===== src/rtl/key_select_debouncer.sv =====
// Pushbutton conditioner for the 2-to-1 mux lab: synchronises an active-low key,
// rejects bounce, and turns each accepted press into a one-cycle pulse and a toggled select.
//
//   state     | meaning
//   ----------+----------------------------------------------------------
//   UP        | key released and stable; waiting for a low sample
//   DOWN_PEND | key seen low; qualifying, any high sample aborts to UP
//   DOWN      | press accepted; key held
//   UP_PEND   | key seen high; qualifying release, any low sample back to DOWN
module key_select_debouncer #(
    parameter int unsigned DEBOUNCE_CYCLES = 16
) (
    input  logic       clk,
    input  logic       reset,
    input  logic       key_n,
    output logic       btn_clean,
    output logic       press_pulse,
    output logic       sel,
    output logic [7:0] press_count
);

    localparam int unsigned CNT_W = $clog2(DEBOUNCE_CYCLES);
    localparam logic [CNT_W-1:0] CNT_LAST = CNT_W'(DEBOUNCE_CYCLES - 1);

    typedef enum logic [1:0] {
        UP        = 2'd0,
        DOWN_PEND = 2'd1,
        DOWN      = 2'd2,
        UP_PEND   = 2'd3
    } state_t;

    logic             s1_q;
    logic             s2_q;
    state_t           state_q;
    logic [CNT_W-1:0] cnt_q;
    logic             btn_clean_q;
    logic             press_pulse_q;
    logic             sel_q;
    logic [7:0]       press_count_q;

    // Both stages reset to "released" so a key held through reset is re-qualified.
    always_ff @(posedge clk or posedge reset) begin
        if (reset) begin
            s1_q <= 1'b1;
            s2_q <= 1'b1;
        end else begin
            s1_q <= key_n;
            s2_q <= s1_q;
        end
    end

    always_ff @(posedge clk or posedge reset) begin
        if (reset) begin
            state_q       <= UP;
            cnt_q         <= '0;
            btn_clean_q   <= 1'b0;
            press_pulse_q <= 1'b0;
            sel_q         <= 1'b0;
            press_count_q <= 8'd0;
        end else begin
            press_pulse_q <= 1'b0;
            case (state_q)
                UP: begin
                    if (!s2_q) begin
                        state_q <= DOWN_PEND;
                        cnt_q   <= '0;
                    end
                end
                DOWN_PEND: begin
                    if (s2_q) begin
                        state_q <= UP;
                    end else if (cnt_q == CNT_LAST) begin
                        state_q       <= DOWN;
                        btn_clean_q   <= 1'b1;
                        press_pulse_q <= 1'b1;
                        sel_q         <= ~sel_q;
                        press_count_q <= press_count_q + 8'd1;
                    end else begin
                        cnt_q <= cnt_q + CNT_W'(1);
                    end
                end
                DOWN: begin
                    if (s2_q) begin
                        state_q <= UP_PEND;
                        cnt_q   <= '0;
                    end
                end
                UP_PEND: begin
                    if (!s2_q) begin
                        state_q <= DOWN;
                    end else if (cnt_q == CNT_LAST) begin
                        state_q     <= UP;
                        btn_clean_q <= 1'b0;
                    end else begin
                        cnt_q <= cnt_q + CNT_W'(1);
                    end
                end
                default: begin
                    state_q     <= UP;
                    btn_clean_q <= 1'b0;
                end
            endcase
        end
    end

    assign btn_clean   = btn_clean_q;
    assign press_pulse = press_pulse_q;
    assign sel         = sel_q;
    assign press_count = press_count_q;

endmodule


===== config.mk =====
export PLATFORM = sky130hd
export DESIGN_NAME = key_select_debouncer
export DESIGN_NICKNAME = d
export VERILOG_FILES = /design/src/rtl/key_select_debouncer.sv
export SDC_FILE = /design/constraint.sdc
export NUM_CORES = 1
export LEC_CHECK = 0
export CORE_MARGIN = 2
export CORE_UTILIZATION = 35
export CTS_BUF_LIST = sky130_fd_sc_hd__clkbuf_16
export CTS_CLUSTER_DIAMETER = 150
export DETAILED_ROUTE_END_ITERATION = 12
export GPL_TIMING_DRIVEN = 0
export PLACE_DENSITY = 0.68
export RECOVER_POWER = 50
export SLEW_MARGIN = 10
export SYNTH_ARGS = -nofsm -noshare
export SYNTH_HDL_FRONTEND = slang
export SYNTH_SLANG_ARGS = --single-unit

===== constraint.sdc =====
create_clock -name clk -period 1.6 [get_ports clk]
set_clock_uncertainty 0.1 [all_clocks]
set_input_delay 0.32 -clock clk [delete_from_list [all_inputs] [get_ports clk]]
set_output_delay 0.32 -clock clk [all_outputs]
set_load 0.03 [all_outputs]

# After elaboration in Yosys (flattened, before gate mapping)
# Index checks and enable logic that the tools add are counted.
# Widths: inputs -> output; s select.
# totals
ff_bits	19
inputBits	3
output_inout_bits	11
word_cells	51
# classes
mux	21
n_bitwise	2
reduce_logical	6
n_eq_ne	12
n_addsub	2
# op_table
op	count
$mux 4	5
$pmux 4 s4	1
$mux 2	6
$ne 2x2->1 const B	6
$add 8x1->8 const B	1
$pmux 2 s4	1
$reduce_and 4->1	2
$mux 1	7
$ne 3x3->1 const B	2
$reduce_and 5->1	1
$add 4x1->4 const B	1
$eq 2x2->1 const B	2
$eq 4x4->1 const B	1
$reduce_and 3->1	1
$eq 2x1->1 const B	1
$logic_not 2->1	1
$not 1->1	2
$pmux 1 s2	1
$reduce_bool 2->1	1

# Depth between registers and ports, before layout
# depth
ltp_word	4
depth_mapped	4
mapped_depth_nobuf	4

# Worst setup path after synthesis
# OpenSTA, ideal clock, no wires.
# synth_timing
path_kind	reg2reg
start	reg press_count_q[0] (netlist: press_count[0])
end	reg press_count_q[6] (netlist: press_count[6])
period_less_slack_ns	1.597
required_time_ns	1.420
stages_incl_launch_ff	5
arrival_time_ns	1.417
setup_slack_ns	0.003
path_buffers	0
path_cell_list	dfrtp_1 ha_1 or3b_4 nor3b_2 xor2_1
# synth_via
elab_chain_cells	1
# synth_lines
element	line	rtl
start, declared	39	logic [7:0] press_count_q;
start signal, assigned	77	press_count_q <= press_count_q + 8'd1;
$add 8x1->8	77	
# Every way passes these cells.
# A chain may end at the register's enable or synchronous reset.

# Worst setup path in the final report
# layout_timing
start	reg press_count_q[2] (netlist: press_count[2])
end	out press_count[2]
# layout_rtl
element	line	rtl
end, declared	19	output logic [7:0] press_count
# No word-level cell between the ends.

==> flow_summary.ini <==
[power_and_ir_drop]
clkPwrFrac_pct = 45.1
p_int_w = 0.0008722
total_power_w = 0.001098
switchingPower_w = 0.0002255
p_comb_share_pct = 5.8
power_density_nw_per_um2 = 961.9
p_sw_share_pct = 20.54
irDropWorstVdd_mv = 0.8489
p_seq_share_pct = 49.1
cellLeakagePower_nw = 0.5749

[cells_and_area]
fillers = 220
instances_no_fill = 115
fin_area_sq_um = 1141
fin_nets = 93
antenna_cells = 0
syn2layout_area_growth_pct = 33.14
drive_above_1_share_pct = 27.59

[global_route]
grt_use_total_pct = 12.05
grt_busiest_layer = met2
grt_max_degree = 20
antenna_found_initial = 0
grt.met1_usage_pct = 15.00
grt_pass1_wl_mm = 2.359
use_met2_pct = 17.49
grt.overflow.total = 0
use_met3_pct = 5.932
first_global_vias = 539

[die]
fp.dieH_um = 53.49
coreArea_sq_um = 2255
die_x_um = 53.49
die_area_sq_um = 2861
initial_core_util_pct = 38.01
row_count = 17
ios = 14

[worst_setup_path]
r2r_slack_ps = 100
critPathBufInv = 1
crit_path_start_kind = register
cpPeakStageDelay_ps = 420
required_ps = 1180
worstPathCellList = dlygate4sd2_1
crit_path_top_delay_cell = dfrtp_1
crit_path_end_kind = output pin
worstSetupPathType = reg -> out
cp_max_fo = 6
crit_family = flip-flops
crit_arrival_ps = 1080

[timing]
max_freq_mhz = 664.9
fin_crit_ps = 1504
setup_violations = 0
finalCritPeriodShare_pct = 94.00
setup_slack_ps = 96.06
max-slew-margin-rel_pct = 54.04
worstMarginPinSlew_ps = 688.7
hold_violations = 0
slew_viol_final = 0
rsz0062_at_grt = no
hold_slack_ps = 253.4

[drt]
wl_mm = 1.351
wire_per_inst_um = 11.75
vias = 550
postRouteAntennaNets = 0
vias_per_cell = 4.783
dr.pass1.iters = 3
dr.first_iter.drc_count = 3
drc = 0

[cts]
htreeDepth = 1
cts_buffers = 3
cts_num_sinks = 19
clk_latency_ps = 250
clockBufferDepth = 2
cts_tree = built
clock-root-buffer = clkbuf_16
clk_pin_slew_ps = 50

[synthesis]
ys_seq_area_share_pct = 55.77
ys_ff_latch = 19
yosysWarnings = 0
synth_nets = 70
synth_area_sq_um = 857.1
synth.avg_cell_area_sq_um = 13.19
syn-instance-count = 65
synth_cell_type_count = 30

[place]
gp_congestion = 0.7390
dp_hpwl_um = 941.4
port_buffers = 13
pre_cts_slack_ps = -93.60
placed_area_sq_um = 1022
dp.cells = 106

[run]
maxCapViolCount = 0

[hold_path]
hp-class = reg -> reg

[outcome]
status = completed
[synthesized netlist by cell type]
| cell type | count | share of area (%) |
|---|---|---|
| a211o_1 | 1 | 1.0 |
| a21bo_2 | 1 | 1.2 |
| a21boi_0 | 1 | 0.88 |
| a21oi_1 | 2 | 1.2 |
| a221o_1 | 1 | 1.2 |
| and2_1 | 1 | 0.73 |
| and3_1 | 1 | 0.73 |
| and4_1 | 1 | 1.0 |
| and4_2 | 1 | 1.2 |
| and4bb_2 | 1 | 1.5 |
| dfrtp_1 | 17 | 50 |
| dfstp_2 | 2 | 6.1 |
| ha_1 | 2 | 2.9 |
| inv_1 | 3 | 1.3 |
| mux2_2 | 1 | 1.3 |
| mux2_4 | 1 | 1.8 |
| nand2_1 | 4 | 1.8 |
| nand3_1 | 3 | 1.8 |
| nand4_1 | 2 | 1.5 |
| nand4_4 | 1 | 2.5 |
| nor2_1 | 2 | 0.88 |
| nor3_2 | 1 | 1.2 |
| nor3_4 | 1 | 1.9 |
| nor3b_2 | 1 | 1.5 |
| nor4b_1 | 1 | 1.0 |
| o21ai_0 | 2 | 1.2 |
| or3b_4 | 1 | 1.3 |
| xnor2_1 | 3 | 3.1 |
| xnor2_2 | 1 | 1.9 |
| xor2_1 | 5 | 5.1 |
[power groups by stage]
stage	Sequential, W	Clock [W]	Combinational [W]
after floorplan	0.000537	0	0.0000439
after global placement	0.000541	0	0.0000564
after detailed placement	0.000542	0	0.0000576
after CTS	0.000534	0.000511	0.0000582
after global routing	0.000546	0.000530	0.0000741
final	0.000539	0.000495	0.0000633
[registers in the layout (all words and copies together) (netlist names), named ones only]
register	cells
btn_clean	1
cnt_q	4
press_count	8
press_pulse	1
s1_q	1
s2_q	1
sel	1
state_q	1
[cells in the final DEF (no fill, tap or decap), types with 2 or more instances in the layout]
cell and n:
a21oi_1 2, dlygate4sd2_1 11, clkbuf_16 3, nor2_1 2, dfrtp_1 16, inv_1 4
o21ai_0 2, nand3_1 3, xnor2_1 3, buf_4 5, dfstp_2 2, xor2_1 5
nand4_1 2, nand2_1 3, dlygate4sd3_1 2
[kinds of logic (layout without fill, tap and decap cells)]
family | after synthesis | after routing | share of synthesized area (%)
fa+ha+maj | 2 | 2 | 2.919
buf+inv | 3 | 25 | 1.314
mux | 2 | 2 | 3.065
compound gates | 8 | 8 | 6.570
xor+xnor | 9 | 9 | 10.07
flops | 19 | 19 | 55.77
simple gates | 22 | 22 | 20.29
[routing by layer]
layer | part of all wire, % | up-vias
li1 | - | 275
met1 | 45 | 258
met2 | 47 | 12
met3 | 6.6 | 5
met4 | 1.4 | 0
met5 | 0 | -
[through the flow]
stage	utilization, %	setup TNS (ps)
CTS	50.00	0
finish	50.61	0
detailed placement	45.34	-93.60
global route	50.61	0
global placement	45.34	-73.68
floorplan	-	0
[path summary, 6_finish.rpt]
kind | from | to | depth (start not counted)
min | s1_q$_DFF_PP1_ | s2_q$_DFF_PP1_ | 0
min reg2reg | s1_q$_DFF_PP1_ | s2_q$_DFF_PP1_ | 0
max reg2reg | s2_q$_DFF_PP1_ | cnt_q[3]$_DFFE_PP0P_ | 3
max in group asynchronous | reset | cnt_q[0]$_DFFE_PP0P_ | 2
min in group asynchronous | reset | state_q[0]$_DFFE_PP0P_ | 2
max | press_count[2]$_DFFE_PP0P_ | press_count[2] | 1
[cell type report]
type / instances / area (sq um) / share of cell area (%)
Sequential cell: 19 / 479.2 / 42.00
Multi-Input combinational cell: 43 / 382.9 / 33.55
Timing Repair Buffer: 18 / 153.9 / 13.49
Clock buffer: 3 / 75.07 / 6.579
Tap cell: 28 / 35.03 / 3.070
Inverter: 3 / 11.26 / 0.9868
Clock inverter: 1 / 3.754 / 0.3289
[repair_timing]
action                                 CTS  global route
endpoints found under the hold margin    0             0
gates resized for setup                 12             3
pin swaps                                1             2
buffers inserted                         5             0
hold buffers                             0             0
cloned                                   0             0
setup endpoints to repair               13             5
(Power assumes the default switching activity.)
